==> src/rtl/proto_pkg.sv <==
// Shared register-file / debug-dump constants and the dump FSM state type.
// No ports: imported by reg_dump_unit and its helpers.
package proto_pkg;

    localparam int RF_NUM_REGS = 16;
    localparam int RF_ADDR_W   = 4;
    localparam int RF_DATA_W   = 8;

    localparam logic [7:0] DUMP_HEADER = 8'hA5;

    typedef enum logic [2:0] {
        IDLE,
        HDR,
        FETCH,
        SEND,
        CSUM,
        DONE
    } dump_state_t;

endpackage

==> src/rtl/reg_dump_unit_if.sv <==
// Byte stream toward the debug transport (valid/ready, last on checksum).
// master: drives m_data/m_valid/m_last; slave: drives m_ready.
interface reg_dump_unit_if #(
    parameter int DATA_W = 8
) ();

    logic [DATA_W-1:0] m_data;
    logic              m_valid;
    logic              m_ready;
    logic              m_last;

    modport master (
        output m_data,
        output m_valid,
        output m_last,
        input  m_ready
    );

    modport slave (
        input  m_data,
        input  m_valid,
        input  m_last,
        output m_ready
    );

endinterface

==> src/rtl/dump_checksum.sv <==
// Modulo-2^DATA_W byte accumulator for the dump frame checksum.
// Ports: clk, rst_n (sync, active-low), clear, add_en, din, sum.
module dump_checksum #(
    parameter int DATA_W = 8
) (
    input  logic              clk,
    input  logic              rst_n,
    input  logic              clear,
    input  logic              add_en,
    input  logic [DATA_W-1:0] din,
    output logic [DATA_W-1:0] sum
);

    always_ff @(posedge clk) begin
        if (!rst_n) begin
            sum <= '0;
        end else if (clear) begin
            sum <= '0;
        end else if (add_en) begin
            sum <= sum + din;
        end
    end

endmodule

==> src/rtl/reg_dump_unit.sv <==
// Walks the register file debug port and streams header, data, checksum.
// Ports: clk, rst_n, cpu_paused, dump_req, dbg_ra/dbg_rd, m (stream), busy, done, err.
module reg_dump_unit
    import proto_pkg::*;
#(
    parameter int                 NUM_REGS = RF_NUM_REGS,
    parameter int                 ADDR_W   = RF_ADDR_W,
    parameter int                 DATA_W   = RF_DATA_W,
    parameter int                 READ_LAT = 1,
    parameter logic [DATA_W-1:0]  HEADER   = DATA_W'(DUMP_HEADER)
) (
    input  logic               clk,
    input  logic               rst_n,
    input  logic               cpu_paused,
    input  logic               dump_req,
    output logic [ADDR_W-1:0]  dbg_ra,
    input  logic [DATA_W-1:0]  dbg_rd,
    reg_dump_unit_if.master    m,
    output logic               busy,
    output logic               done,
    output logic               err
);

    localparam int LAT_W = (READ_LAT < 1) ? 1 : $clog2(READ_LAT + 1);
    localparam logic [ADDR_W-1:0] LAST_IDX = ADDR_W'(NUM_REGS - 1);

    dump_state_t        state_q, state_d;
    logic [ADDR_W-1:0]  idx_q, idx_nxt;
    logic [LAT_W-1:0]   lat_q;
    logic [DATA_W-1:0]  data_q;
    logic [DATA_W-1:0]  sum;
    logic               err_q;

    logic last_beat, xfer, abort;
    logic valid_c, last_c, busy_c, done_c;
    logic accept, enter_fetch, capture, to_csum;

    assign idx_nxt   = idx_q + ADDR_W'(1);
    assign last_beat = (lat_q == LAT_W'(READ_LAT));
    assign xfer      = valid_c && m.m_ready;

    // FSM state register
    always_ff @(posedge clk) begin
        if (!rst_n) begin
            state_q <= IDLE;
        end else begin
            state_q <= state_d;
        end
    end

    // FSM next state and state-decoded outputs
    always_comb begin
        state_d = state_q;
        valid_c = 1'b0;
        last_c  = 1'b0;
        busy_c  = 1'b0;
        done_c  = 1'b0;
        abort   = 1'b0;
        unique case (state_q)
            IDLE: begin
                if (dump_req && cpu_paused) state_d = HDR;
            end
            HDR: begin
                valid_c = 1'b1;
                busy_c  = 1'b1;
                if (xfer) state_d = FETCH;
            end
            FETCH: begin
                busy_c = 1'b1;
                if (last_beat) state_d = SEND;
            end
            SEND: begin
                valid_c = 1'b1;
                busy_c  = 1'b1;
                if (xfer) state_d = (idx_q == LAST_IDX) ? CSUM : FETCH;
            end
            CSUM: begin
                valid_c = 1'b1;
                last_c  = 1'b1;
                busy_c  = 1'b1;
                if (xfer) state_d = DONE;
            end
            DONE: begin
                done_c  = 1'b1;
                state_d = IDLE;
            end
            default: state_d = IDLE;
        endcase
        // Losing the pause mid-frame wins over any other transition;
        // a byte transferring this cycle still counts for the sink.
        if (busy_c && !cpu_paused) begin
            abort   = 1'b1;
            state_d = IDLE;
        end
    end

    assign accept      = (state_q == IDLE) && (state_d == HDR);
    assign enter_fetch = (state_q != FETCH) && (state_d == FETCH);
    assign capture     = (state_q == FETCH) && (state_d == SEND);
    assign to_csum     = (state_q == SEND) && (state_d == CSUM);

    always_ff @(posedge clk) begin
        if (!rst_n) begin
            idx_q  <= '0;
            lat_q  <= '0;
            dbg_ra <= '0;
            data_q <= '0;
            err_q  <= 1'b0;
        end else begin
            err_q <= abort;
            if (accept) begin
                idx_q  <= '0;
                dbg_ra <= '0;
                data_q <= HEADER;
            end
            if (enter_fetch) begin
                lat_q <= '0;
                if (state_q == SEND) begin
                    idx_q  <= idx_nxt;
                    dbg_ra <= idx_nxt;
                end else begin
                    dbg_ra <= idx_q;
                end
            end else if (state_q == FETCH && !last_beat) begin
                lat_q <= lat_q + LAT_W'(1);
            end
            if (capture) data_q <= dbg_rd;
            if (to_csum) data_q <= sum;
        end
    end

    dump_checksum #(
        .DATA_W (DATA_W)
    ) u_csum (
        .clk    (clk),
        .rst_n  (rst_n),
        .clear  (accept),
        .add_en (capture),
        .din    (dbg_rd),
        .sum    (sum)
    );

    assign m.m_data  = data_q;
    assign m.m_valid = valid_c;
    assign m.m_last  = last_c;
    assign busy      = busy_c;
    assign done      = done_c;
    assign err       = err_q;

endmodule

==> src/flat_wrapper.sv <==
// flat-port wrapper written by rule: the top's interface ports become plain ports
module reg_dump_unit_flat import proto_pkg::*;
#(
    parameter int                 NUM_REGS = RF_NUM_REGS,
    parameter int                 ADDR_W   = RF_ADDR_W,
    parameter int                 DATA_W   = RF_DATA_W,
    parameter int                 READ_LAT = 1,
    parameter logic [DATA_W-1:0]  HEADER   = DATA_W'(DUMP_HEADER)
)
  (clk, rst_n, cpu_paused, dump_req, dbg_ra, dbg_rd, busy, done, err, m_m_data, m_m_valid, m_m_last, m_m_ready);
  reg_dump_unit_if #(.DATA_W(DATA_W)) m_i ();
  input  logic clk;
  input  logic rst_n;
  input  logic cpu_paused;
  input  logic dump_req;
  output logic [ADDR_W-1:0] dbg_ra;
  input  logic [DATA_W-1:0] dbg_rd;
  output logic busy;
  output logic done;
  output logic err;
  output wire logic [$bits(m_i.m_data)-1:0] m_m_data;
  output wire logic [$bits(m_i.m_valid)-1:0] m_m_valid;
  output wire logic [$bits(m_i.m_last)-1:0] m_m_last;
  input wire logic [$bits(m_i.m_ready)-1:0] m_m_ready;
  assign m_m_data = m_i.m_data;
  assign m_m_valid = m_i.m_valid;
  assign m_m_last = m_i.m_last;
  assign m_i.m_ready = m_m_ready;
  reg_dump_unit #(.NUM_REGS(NUM_REGS), .ADDR_W(ADDR_W), .DATA_W(DATA_W), .READ_LAT(READ_LAT), .HEADER(HEADER)) u_core (.clk(clk), .rst_n(rst_n), .cpu_paused(cpu_paused), .dump_req(dump_req), .dbg_ra(dbg_ra), .dbg_rd(dbg_rd), .m(m_i), .busy(busy), .done(done), .err(err));
endmodule
==> config.mk <==
export PLATFORM = sky130hd
export DESIGN_NAME = reg_dump_unit_flat
export DESIGN_NICKNAME = d
export VERILOG_FILES = /design/src/rtl/proto_pkg.sv /design/src/rtl/reg_dump_unit_if.sv /design/src/rtl/dump_checksum.sv /design/src/rtl/reg_dump_unit.sv /design/src/flat_wrapper.sv
export SDC_FILE = /design/constraint.sdc
export NUM_CORES = 1
export LEC_CHECK = 0
export BUFFER_PORTS_ARGS = -buffer_cell sky130_fd_sc_hd__buf_2
export CAP_MARGIN = 30
export CORE_UTILIZATION = 50
export CTS_CLUSTER_SIZE = 30
export DETAILED_ROUTE_END_ITERATION = 16
export GPL_TIMING_DRIVEN = 0
export PLACE_DENSITY = 0.82
export SETUP_SLACK_MARGIN = 0.02
export SLEW_MARGIN = 20
export SYNTH_ARGS = -nofsm -noshare
export SYNTH_HDL_FRONTEND = slang
export SYNTH_SLANG_ARGS = --single-unit
==> constraint.sdc <==
create_clock -name clk -period 2.73 [get_ports clk]
set_clock_uncertainty 0.1 [all_clocks]
set_input_delay 0.273 -clock clk [delete_from_list [all_inputs] [get_ports clk]]
set_output_delay 0.273 -clock clk [all_outputs]
set_load 0.1 [all_outputs]
* Yosys cells after proc, flatten, opt, wreduce, memory -nomap -nowiden *
Cells that the tools add are included.

cells by class
  $mul = 0
  order comparisons = 0
  divide/modulo/power cells = 0
  equality and inequality tests = 11
  shift-type cells = 0
  reductions and logical operators = 17
  bitwise operators = 1
  add/sub/neg operators = 3
  muxes and demuxes = 22

operators with widths
  kind                 number
  $mux 4               6
  $mux 8               3
  $mux 3               7
  $pmux 3 s5           1
  $eq 3x2->1 const B   4
  $eq 3x3->1 const B   3
  $add 8x8->8          1
  $logic_and 1x1->1    8
  $eq 3x1->1 const B   2
  $mux 1               5
  $add 4x1->4 const B  1
  $eq 4x4->1 const B   1
  $reduce_or 2->1      2
  $reduce_or 4->1      1
  $logic_not 3->1      1
  $ne 3x2->1 const B   1
  $reduce_bool 3->1    1
  $reduce_or 3->1      1
  $logic_not 1->1      2
  $reduce_bool 2->1    1
  $add 1x1->1 const B  1
  $not 1->1            1

word-level totals
  RAM bits = 0
  flip-flop bits (word level) = 29
  logic and storage cells = 61
  memories = 0
  ROM bits = 0
  latch bits = 0
  input port bits = 13

* Logic depth before layout (Yosys ltp) *
Gate-level depths: netlist of the first run.

  depth after elaboration = 12
  gate-level depth with buffers = 8

* Hierarchy *
A second synthesis of the first run with hierarchy kept.

unflattened totals
  cell total of the unflattened synthesis = 189
  area total of the unflattened synthesis = 1645.3 µm²

by module, submodules not included
  module         instances  sequential area each (µm²)  cells each  area each (µm²)
  reg_dump_unit  1          420.4                       121         1056.0
  dump_checksum  1          160.2                       68          589.3

* Worst setup path after synthesis of the first run *
Ideal clock, no wire load.

  path type = register -> output
  start point = register u_core.state_q[2]
  end point = output m_m_valid
  data arrival time = 2.655 ns
  cell stages (with the launch flop) = 3
  data required time = 2.357 ns
  buffers on the path = 1
  path slack = -0.298 ns
  cells stage by stage = dfxtp_1 -> clkbuf_1 -> o21ai_0

between the ends
  longest elaborated chain between the ends = 3
  elaborated cells between the ends (all ways) = 5

ends and longest elaborated chain
  item                                line                 text
  start, declared                     reg_dump_unit.sv:27  dump_state_t state_q, state_d;
  start signal, assigned              reg_dump_unit.sv:47  state_q <= state_d;
  $eq 3x1->1 (tied with other cells)  reg_dump_unit.sv:59  unique case (state_q)
  $reduce_or 3->1 (no line) (*)       -
  $mux 1 (*)                          reg_dump_unit.sv:59
  end, declared                       flat_wrapper.sv:22   output wire logic [$bits(m_i.m_valid)-1:0] m_m_valid;

Every way passes the cells marked *; elsewhere a longest branch is shown, timed or not.

* Worst setup path in the final report of the first run *
  start point = register u_core.u_csum.sum[1]
  end point = register u_core.u_csum.sum[7]

between the ends
  longest elaborated chain between the ends = 1

ends and longest elaborated chain
  item                    line                 text
  start, declared         dump_checksum.sv:11  output logic [DATA_W-1:0] sum
  start signal, assigned  dump_checksum.sv:20  sum <= sum + din;
  $add 8x8->8             dump_checksum.sv:20

Every way passes these cells.
A chain may end at the register's enable or synchronous reset.

==> results of run 1 <==
[power breakdown]
part / leakage [nW] / switching (mW) / internal [mW] / total [mW]
sequential: 0.235 / 0.00362 / 0.431 / 0.435
clock: 0.0413 / 0.153 / 0.149 / 0.302
combinational: 0.599 / 0.120 / 0.0384 / 0.158
total: 0.875 / 0.277 / 0.619 / 0.895
[layout by cell type, fill, tap and decap left out, types with 2 or more instances in the layout]
cell type   n
xnor2_1     2
a31oi_1     3
and3_1      6
dfxtp_1    29
ha_1        8
o21a_1      4
clkbuf_8    2
inv_1       8
clkbuf_1    5
buf_2      32
and4_1      2
nor3_1      8
and2_1      2
mux2i_1     3
nand2b_1    3
nand2_1    22
a211oi_1    8
nand4_1     4
or3_1       2
o211ai_1    2
o21ai_0    13
a21oi_1    14
a221o_1     4
clkbuf_4    5
nor2_1     19
nand3_1    12
nor2b_1     6
[stage by stage]
stage | cells | total power, mW | setup WS, ps | util (%) | hold slack [ps]
finish | 292 | 0.895 | 555 | 62.6 | 91.8
global route | 292 | 0.938 | 381 | 62.6 | 70.0
CTS | 292 | 0.899 | 563 | 62.6 | 89.9
detailed placement | 284 | 0.601 | 616 | 60.4 | 355
global placement | 284 | 0.599 | 627 | 60.4 | 350
floorplan | 211 | 0.564 | 128 | - | 312
[final timing paths]
path                         from                   end  slack, ps  cells past startpoint
min                     dbg_rd[3]    u_core.m.m_data[3]         90                      2
max          u_core.u_csum.sum[1]  u_core.u_csum.sum[7]        550                      6
max reg2reg  u_core.u_csum.sum[1]  u_core.u_csum.sum[7]        550                      6
min reg2reg      u_core.dbg_ra[1]      u_core.dbg_ra[1]        360                      2
[final cells by class]
cell class                 instances  area (um^2)  share of cell area [%]
buffer                            10         52.6                    2.68
clock buffer                       7         65.1                    3.32
clock inverter                     1         5.00                   0.256
inverter                           8         30.0                    1.53
multi-input combinational        164         1020                    52.3
sequential                        29          581                    29.6
tap                               44         55.1                    2.81
timing repair buffer              29          145                    7.41
[flip-flops by register name (all words and copies together), names as in the netlist]
register	count
u_core.m.m_data	8
u_core.u_csum.sum	8
u_core.dbg_ra	4
u_core.idx_q	4
u_core.state_q	3
u_core.err	1
u_core.last_beat	1
[cell families (layout without fill, tap and decap cells)]
| group | Yosys count | after routing | synth area share [%] |
|---|---|---|---|
| AND/OR/NAND/NOR | 92 | 92 | 28.0 |
| AO/OA/AOI/OAI | 57 | 57 | 22.1 |
| flip-flops | 29 | 29 | 34.4 |
| buffers and inverters | 18 | 55 | 4.89 |
| adder cells (fa/ha/maj) | 9 | 9 | 7.12 |
| multiplexers | 4 | 4 | 2.45 |
| XOR/XNOR | 2 | 2 | 1.04 |
[worst max-delay path: cells and delay by family, from the launching register on]
| family | cells | cell delay (ps) |
|---|---|---|
| compound gates | 3 | 860 |
| fa+ha+maj | 1 | 260 |
| flops | 1 | 410 |
| mux | 2 | 480 |
[metal layers]
layer	vias to the layer above	global-route usage, %
li1	838	-
met1	758	30.9
met2	59	37.2
met5	-	0
met3	9	7.14
met4	0	11.6
[Yosys cell counts (4+ instances only)]
master | number | share of area [%]
a21oi_1 | 14 | 4.2
inv_1 | 8 | 1.8
o21ai_0 | 14 | 4.2
clkbuf_1 | 5 | 1.1
nand3_1 | 12 | 3.6
a211oi_1 | 8 | 3.6
ha_1 | 8 | 5.9
nand2_1 | 22 | 4.9
nor3_1 | 8 | 2.4
dfxtp_1 | 29 | 34
a221o_1 | 4 | 2.4
nor2b_1 | 6 | 2.2
o21a_1 | 4 | 1.8
and3_1 | 6 | 2.2
nor2_1 | 19 | 4.2
nand4_1 | 4 | 1.5
==> results by group, run 1 <==
STA
  – Max-slew violations: 0
  – Slew @ Worst Pin: 533 ps
  – Tcrit/Tclk final: 79.7%
  – RSZ-0062 raised after global routing: false
  – Setup violators final: 0
  – Worst rel slew slack: 64.3%
  – Sum Neg Setup Slack: 0 ps
  – Final hold violations: 0
  – Fmax: 460 MHz
  – Fin crit period: 2180 ps

Critical path
  – CP Launch Type: flop
  – Kind of critical path: flop to flop
  – CP max stage delay: 410 ps
  – Worst Path Required: 2890 ps
  – CP Cell Sequence: ha_1 -> a211oi_1 -> o21ai_0 -> a31oi_1 -> mux2i_1 -> mux2i_1
  – Most common cell on crit path: mux2i_1
  – Crit end category: flop
  – Slowest-stage cell, CP: dfxtp_1
  – Worst-path fanout max: 4
  – WP data arrival: 2340 ps

Yosys
  – Seq cells post-synth: 29
  – Post-Synthesis Cells: 211
  – Post-Syn Area per Cell: 8.00 um^2
  – Post-synthesis sequential area ratio: 34.4%
  – Syn_nets: 233
  – Post-synth EDFFs: 0
  – Ys flop type: dfxtp_1
  – Synth warn: 0
  – Post-synth ARST share: 0%
  – Post-synth cell types: 43
  – Post-Syn Area: 0.00169 mm^2

Floorplanning
  – Core area: 0.00313 mm^2
  – Die Y: 60.1 um
  – Num ports: 30
  – Starting Density: 54.0%
  – FP Rows: 20
  – Die Width: 60.1 um
  – Die ar.: 0.00361 mm^2

Min path
  – Worst hold path type: input pin to flop

Layout
  – Layout cells sized above 1: 18.5%
  – Antenna diode count: 0
  – Layout net count: 269
  – Syn-to-layout area delta: 16.0%
  – Final instance area: 0.00196 mm^2
  – # fillers: 282

Routing
  – Routed length per instance: 13.4 um
  – DRT Wirelength: 3.91 mm
  – TritonRoute pass-1 iters: 4
  – Met1 WL: 1.89 mm
  – Initial DRC count: 127
  – Met3 wire length: 236 um
  – Via density: 5.70
  – Post-DRT Antenna Nets: 0
  – # DRC: 0
  – Via Count: 1,664
  – Metal2 WL: 1.70 mm
  – Top Metal Used: met4

Clocking
  – CTS tree: yes
  – Clk slew on worst S/H paths: 100 ps
  – Postcts setup bufs: 0
  – Post-CTS resize count: 0
  – CTS H-tree depth: 2
  – Longest Clk Path Bufs: 2
  – Total CTS buffers: 5
  – Clock tree sinks: 29
  – Cts hold-fix bufs: 0
  – Root buffer cell: clkbuf_4
  – Clk Latency, worst-skew pair: 330 ps

GRT
  – Largest net degree at the start of global routing: 11
  – Tot GR Track Use: 24.3%
  – Remaining Overflow, GRT: 0
  – Vias in the first global route: 1,492
  – Initial antenna violation count: 0
  – Global-route wire length before repair: 6.53 mm

Job
  – Max-cap violation count: 0

Place
  – DP Wirelength: 2.79 mm
  – Routability cong.: 0.913
  – # port buffers: 29
  – Area post-placement: 0.00189 mm^2

Power and ir drop
  – VDD IR max: 0.283 mV
  – Pleak: 0.875 nW
  – Power density cells: 457 mW/mm^2

Status
  – Status: finished, final reports clean
(Power assumes the default switching activity.)
==> inputs of run 2 (changes only) <==
--- a/config.mk
+++ b/config.mk
@@ -11,7 +11,7 @@
 export CTS_CLUSTER_SIZE = 30
 export DETAILED_ROUTE_END_ITERATION = 16
 export GPL_TIMING_DRIVEN = 0
-export PLACE_DENSITY = 0.82
+export PLACE_DENSITY = 0.84
 export SETUP_SLACK_MARGIN = 0.02
 export SLEW_MARGIN = 20
 export SYNTH_ARGS = -nofsm -noshare
==> constraint.sdc (replaced) <==
create_clock -name clk -period 1.9 [get_ports clk]
set_clock_uncertainty 0.1 [all_clocks]
set_input_delay 0.19 -clock clk [delete_from_list [all_inputs] [get_ports clk]]
set_output_delay 0.19 -clock clk [all_outputs]
set_load 0.1 [all_outputs]
==> run 2 against run 1 <==
Effect of this change:
- register-to-register slack lost 530 ps
- routed wire length grew 10%
- maximum frequency grew 16%
- global-route usage grew 1.9 points
- critical path depth grew 2
- sequential cell count is the same
- via count grew 4.7%
- sequential power grew 43%
==> results by group, run 2 (synthesis results as in run 1) <==
Status
  – Status: finished, final reports clean (unchanged)

Floorplanning
  – Die ar.: 0.00361 mm^2 (unchanged)
  – Die Width: 60.1 um (unchanged)
  – Num ports: 30 (unchanged)
  – FP Rows: 20 (unchanged)
  – Starting Density: 54.0% (unchanged)
  – Die Y: 60.1 um (unchanged)
  – Core area: 0.00313 mm^2 (unchanged)

Routing
  – Routed length per instance: 14.3 um (was 13.4 um)
  – Initial DRC count: 113 (was 127)
  – TritonRoute pass-1 iters: 6 (was 4)
  – Via density: 5.79 (was 5.70)
  – DRT Wirelength: 4.30 mm (was 3.91 mm)
  – Post-DRT Antenna Nets: 0 (unchanged)
  – # DRC: 0 (unchanged)
  – Via Count: 1,742 (was 1,664)

Critical path
  – CP Cell Sequence: ha_4 -> inv_2 -> fa_2 -> nor2b_2 -> o31a_1 -> o21a_1 -> or4_1 -> nand3_1 (was ha_1 -> a211oi_1 -> o21ai_0 -> a31oi_1 -> mux2i_1 -> mux2i_1)
  – Kind of critical path: flop to flop (unchanged)
  – Reg-to-reg startpoint: u_core.u_csum.sum[0] (was u_core.u_csum.sum[1])
  – CP Launch Type: flop (unchanged)
  – WP data arrival: 2060 ps (was 2340 ps)
  – Reg2reg path depth: 8 (was 6)
  – Worst Path Required: 2080 ps (was 2890 ps)
  – Slowest-stage cell, CP: or4_1 (was dfxtp_1)
  – Crit end category: flop (unchanged)
  – Worst-path fanout max: 3 (was 4)
  – Critical Path Source: u_core.u_csum.sum[0] (was u_core.u_csum.sum[1])
  – CP max stage delay: 400 ps (was 410 ps)

Layout
  – Antenna diode count: 0 (unchanged)
  – Final instance area: 0.00221 mm^2 (was 0.00196 mm^2)
  – Layout net count: 278 (was 269)
  – Syn-to-layout area delta: 30.8% (was 16.0%)
  – # fillers: 266 (was 282)
  – Most common cell after layout, fill and taps aside: buf_2 (unchanged)
  – Final core occ: 70.6% (was 62.6%)
  – Layout cells sized above 1: 31.5% (was 18.5%)
  – Commonest cells after routing, fill and taps aside: 27 x buf_2, 23 x dfxtp_1, 22 x nand2_1, 17 x nor2_1, 13 x a21oi_1 (was 32 x buf_2, 29 x dfxtp_1, 22 x nand2_1, 19 x nor2_1, 14 x a21oi_1)

Place
  – DP Wirelength: 2.93 mm (was 2.79 mm)
  – Pre-CTS WS: -285 ps (was 616 ps)
  – Area post-placement: 0.00191 mm^2 (was 0.00189 mm^2)
  – Routability cong.: 0.873 (was 0.913)
  – # port buffers: 29 (unchanged)

STA
  – Slew @ Worst Pin: 504 ps (was 533 ps)
  – Tcrit/Tclk final: 98.8% (was 79.7%)
  – Max-slew violations: 0 (unchanged)
  – Worst rel slew slack: 66.4% (was 64.3%)
  – RSZ-0062 raised after global routing: true (was false)
  – Fmax: 533 MHz (was 460 MHz)
  – Fin crit period: 1880 ps (was 2180 ps)
  – Setup violators final: 0 (unchanged)
  – Final hold violations: 0 (unchanged)
  – Final WS setup: 22.6 ps (was 555 ps)

Clocking
  – Clock tree sinks: 29 (unchanged)
  – CTS tree: yes (unchanged)
  – Total CTS buffers: 5 (unchanged)
  – CTS H-tree depth: 2 (unchanged)
  – Longest Clk Path Bufs: 2 (unchanged)
  – Clk Latency, worst-skew pair: 340 ps (was 330 ps)
  – Clk slew on worst S/H paths: 90 ps (was 100 ps)
  – Root buffer cell: clkbuf_4 (unchanged)

Min path
  – Hold depth: 3 (was 2)
  – Worst hold path type: input pin to flop (unchanged)
  – Hold Crit Start: rst_n (was dbg_rd[3])

Power and ir drop
  – Pleak: 0.945 nW (was 0.875 nW)
  – VDD IR max: 0.365 mV (was 0.283 mV)
  – Total design power: 1.25 mW (was 0.895 mW)
  – Power density cells: 566 mW/mm^2 (was 457 mW/mm^2)

Job
  – Max-cap violation count: 0 (unchanged)

GRT
  – Global-route wire length before repair: 6.97 mm (was 6.53 mm)
  – Vias in the first global route: 1,503 (was 1,492)
  – Remaining Overflow, GRT: 0 (unchanged)
  – Tot GR Track Use: 26.1% (was 24.3%)
  – Largest net degree at the start of global routing: 11 (unchanged)
  – Initial antenna violation count: 0 (unchanged)
run 2: cell count changes in the layout (fill, tap and decap cells not counted), sizes merged:
cell	previous run	this run
buf	34	40
dlygate4sd3	0	3
clkinv	1	2
clkbuf	12	11
run 2: path summary, 6_finish.rpt:
check                         end  slack (ps)
max reg2reg  u_core.u_csum.sum[6]          20
min reg2reg      u_core.dbg_ra[2]         360
min               u_core.idx_q[3]          60
max          u_core.u_csum.sum[6]          20
run 2: critical path: cells and delay by family, from the launching register on:
| kind | cells | cell delay, ps |
|---|---|---|
| and+or+nand+nor | 3 | 540 |
| AOI/OAI and AO/OA | 2 | 450 |
| adders and majority gates | 2 | 350 |
| DFF | 1 | 340 |
| buffers and inverters | 1 | 50 |
run 2: timing repair:
action | in CTS | in global routing
setup endpoints to repair | 17 | 21
resized for setup | 25 | 19
pin swaps | 7 | 13
setup buffers | 4 | 4
endpoints found under the hold margin | 3 | 0
hold buffers | 3 | 0
run 2: power breakdown:
| group | internal [mW] | switching (mW) |
|---|---|---|
| logic | 0.0765 | 0.187 |
| clock network | 0.141 | 0.224 |
| registers | 0.615 | 0.00589 |
| total | 0.832 | 0.417 |
run 2: area by class of cell:
type                            count  area [um^2]  share of cell area [%]
Buffer                              9         60.1                    2.72
Clock buffer                        6         41.3                    1.87
Clock inverter                      2         10.0                   0.453
Inverter                            8         30.0                    1.36
Multi-Input combinational cell    164         1170                    53.0
Sequential cell                    29          596                    27.0
Tap cell                           44         55.1                    2.49
Timing Repair Buffer               39          245                    11.1
run 2: metal layers:
layer / global-route usage, % / wire [um] / up-vias
met2: 43.0 / 2100 / 39
met5: 0 / 0 / -
met4: 10.3 / 108 / 0
met1: 32.7 / 1930 / 833
met3: 6.06 / 163 / 11
li1: - / - / 859
run 2: per-stage QoR:
step | instances | TNS, ps | hold slack (ps)
3_3_place_gp | 284 | -397 | 346
2_1_floorplan | 211 | -16.9 | 229
5_1_grt | 301 | -76.8 | 80.0
3_5_place_dp | 284 | -832 | 343
4_1_cts | 299 | -104 | 47.8
6_report | 301 | 0 | 55.5
==> inputs of run 3 (changes only) <==
--- a/config.mk
+++ b/config.mk
@@ -10,7 +10,6 @@
 export CORE_UTILIZATION = 50
 export CTS_CLUSTER_SIZE = 30
 export DETAILED_ROUTE_END_ITERATION = 16
-export GPL_TIMING_DRIVEN = 0
 export PLACE_DENSITY = 0.84
 export SETUP_SLACK_MARGIN = 0.02
 export SLEW_MARGIN = 20
==> run 3 against run 2 <==
Effect of this change:
- the run now ends with setup timing left
- combinational power is 11% higher
- hold slack better by 35 ps
- die area stayed put
- final cell count is 4.3% higher
- critical path depth stayed put
- clock-buffer cell count is 1 higher
- maximum frequency is 6.3% lower
- largest power group unchanged
==> results by group, run 3 (synthesis results as in run 1) <==
STA
  – Fmax: 499 MHz (was 533 MHz)
  – Final hold violations: 0 (unchanged)
  – Slew @ Worst Pin: 499 ps (was 504 ps)
  – Final WS setup: -104 ps (was 22.6 ps)
  – Tcrit/Tclk final: 105% (was 98.8%)
  – Fin crit period: 2000 ps (was 1880 ps)
  – Max-slew violations: 0 (unchanged)
  – Setup violators final: 1 (was 0)
  – RSZ-0062 raised after global routing: true (unchanged)
  – Worst rel slew slack: 67.0% (was 66.4%)
  – Sum Neg Setup Slack: -104 ps (was 0 ps)
  – Worst hold slack: 90.8 ps (was 55.5 ps)

Clocking
  – CTS tree: yes (unchanged)
  – Clock tree sinks: 29 (unchanged)
  – Clk Latency, worst-skew pair: 330 ps (was 340 ps)
  – Longest Clk Path Bufs: 2 (unchanged)
  – Clk slew on worst S/H paths: 110 ps (was 90 ps)
  – Root buffer cell: clkbuf_4 (unchanged)
  – CTS H-tree depth: 2 (unchanged)
  – Total CTS buffers: 5 (unchanged)

Power and ir drop
  – Sw Pwr: 0.435 mW (was 0.417 mW)
  – Sw Ratio: 29.6% (was 33.4%)
  – Combinational share of power: 19.9% (was 21.1%)
  – Internal: 1.03 mW (was 0.832 mW)
  – VDD IR max: 0.417 mV (was 0.365 mV)
  – Power density cells: 626 mW/mm^2 (was 566 mW/mm^2)
  – Pleak: 1.04 nW (was 0.945 nW)
  – Clock network power share: 37.4% (was 29.2%)
  – Flop pwr share: 42.7% (was 49.7%)

Critical path
  – CP Cell Sequence: ha_4 -> inv_2 -> fa_2 -> nor2b_2 -> o31a_1 -> o21a_1 -> or4_1 -> nand3_1 (unchanged)
  – Kind of critical path: flop to flop (unchanged)
  – Worst r2r dst: u_core.u_csum.sum[6] (unchanged)
  – Worst-path fanout max: 2 (was 3)
  – Crit end category: flop (unchanged)
  – Slowest-stage cell, CP: or4_1 (unchanged)
  – CP Launch Type: flop (unchanged)
  – Reg-to-reg startpoint: u_core.u_csum.sum[0] (unchanged)
  – CP max stage delay: 410 ps (was 400 ps)
  – WP data arrival: 2170 ps (was 2060 ps)
  – Critical Path Source: u_core.u_csum.sum[0] (unchanged)
  – Reg2reg path depth: 8 (unchanged)
  – Flop-to-flop setup slack: -100 ps (was 20 ps)
  – Worst Path Required: 2070 ps (was 2080 ps)

Layout
  – Most common cell after layout, fill and taps aside: buf_4 (was buf_2)
  – Syn-to-layout area delta: 39.1% (was 30.8%)
  – Commonest cells after routing, fill and taps aside: 27 x buf_4, 25 x buf_2, 25 x dfxtp_1, 20 x nand2_1, 19 x nor2_1 (was 27 x buf_2, 23 x dfxtp_1, 22 x nand2_1, 17 x nor2_1, 13 x a21oi_1)
  – Layout cells sized above 1: 33.0% (was 31.5%)
  – Antenna diode count: 0 (unchanged)
  – Multi-input gate area: 0.00113 mm^2 (was 0.00117 mm^2)
  – # fillers: 244 (was 266)
  – Layout net count: 291 (was 278)
  – Register Area: 586 um^2 (was 596 um^2)

GRT
  – Global-route wire length before repair: 7.88 mm (was 6.97 mm)
  – Largest net degree at the start of global routing: 17 (was 11)
  – Initial antenna violation count: 0 (unchanged)
  – Tot GR Track Use: 29.6% (was 26.1%)
  – Remaining Overflow, GRT: 0 (unchanged)
  – Vias in the first global route: 1,764 (was 1,503)

Status
  – Status: finished with violations (was finished, final reports clean)
  – Failing checks: setup timing

Min path
  – Hold Crit Start: m_m_ready (was rst_n)
  – Worst Hold Path EP: u_core.state_q[1] (was u_core.idx_q[3])
  – Worst hold path type: input pin to flop (unchanged)
  – Hold depth: 3 (unchanged)

Place
  – DP Wirelength: 3.35 mm (was 2.93 mm)
  – Pre-CTS WS: -42.7 ps (was -285 ps)
  – # port buffers: 29 (unchanged)
  – Routability cong.: 0.884 (was 0.873)

Floorplanning
  – Die ar.: 0.00361 mm^2 (unchanged)
  – Num ports: 30 (unchanged)
  – Core area: 0.00313 mm^2 (unchanged)
  – Starting Density: 54.0% (unchanged)
  – FP Rows: 20 (unchanged)
  – Die Width: 60.1 um (unchanged)
  – Die Y: 60.1 um (unchanged)

Routing
  – Via density: 5.93 (was 5.79)
  – # DRC: 0 (unchanged)
  – Initial DRC count: 163 (was 113)
  – Via Count: 1,863 (was 1,742)
  – TritonRoute pass-1 iters: 4 (was 6)
  – Post-DRT Antenna Nets: 0 (unchanged)
  – Routed length per instance: 15.6 um (was 14.3 um)
  – DRT Wirelength: 4.89 mm (was 4.30 mm)

Job
  – Max-cap violation count: 0 (unchanged)
-- run 3: layout make-up --
| class | instances | share of cell area, % |
|---|---|---|
| clock inverter | 1 | 1.28 |
| multi-input combinational | 164 | 48.2 |
| tap | 44 | 2.34 |
| clock buffer | 7 | 2.34 |
| timing repair buffer | 61 | 19.6 |
| sequential | 29 | 24.9 |
| inverter | 8 | 1.28 |
-- run 3: worst max-delay path by stage --
stage	slack, ps	cells after the start	end
final	-100	8	u_core.u_csum.sum[6]
after global routing	-160	8	u_core.u_csum.sum[6]
after CTS	-60	8	u_core.u_csum.sum[6]
after detailed placement	-40	7	u_core.u_csum.sum[6]
after global placement	20	9	u_core.u_csum.sum[6]
after floorplan	-20	2	done
-- run 3: routing by layer --
metal  vias up  track usage, %  part of all wire (%)
li1        883               -                     -
met1       887            35.2                    40
met2        82            50.4                    52
met3        11            6.93                   6.2
met4         0            12.6                   1.7
met5         -               0                     0
-- run 3: repair_timing --
action                     4_1_cts  5_1_grt
buffers inserted                 0        3
gates resized for setup          5       18
hold endpoints to repair         2        1
hold buffers                     2        1
pin swaps                        2        9
setup endpoints to repair        7       14
-- run 3: worst max-delay path, delay by kind of cell, from the launching register on --
family                     cells  cell delay, ps
and+or+nand+nor                3             570
AOI/OAI and AO/OA              2             530
DFF                            1             350
adders and majority gates      2             350
buffers and inverters          1              50
-- run 3: power by group through the flow --
stage	Sequential, mW	Clock [mW]	Combinational (mW)
floorplan	0.694	0	0.122
global placement	0.640	0	0.259
detailed placement	0.640	0	0.264
CTS	0.627	0.549	0.275
global route	0.629	0.586	0.310
finish	0.627	0.550	0.292
-- run 3: stage by stage --
step           power, mW  util (%)  cell area [um^2]  std cells
2_1_floorplan      0.817         -              1710        211
3_5_place_dp       0.904      67.6              2120        300
5_1_grt             1.52      75.1              2350        314
4_1_cts             1.45      72.1              2250        310
6_report            1.47      75.1              2350        314
3_3_place_gp       0.898      67.6              2120        300
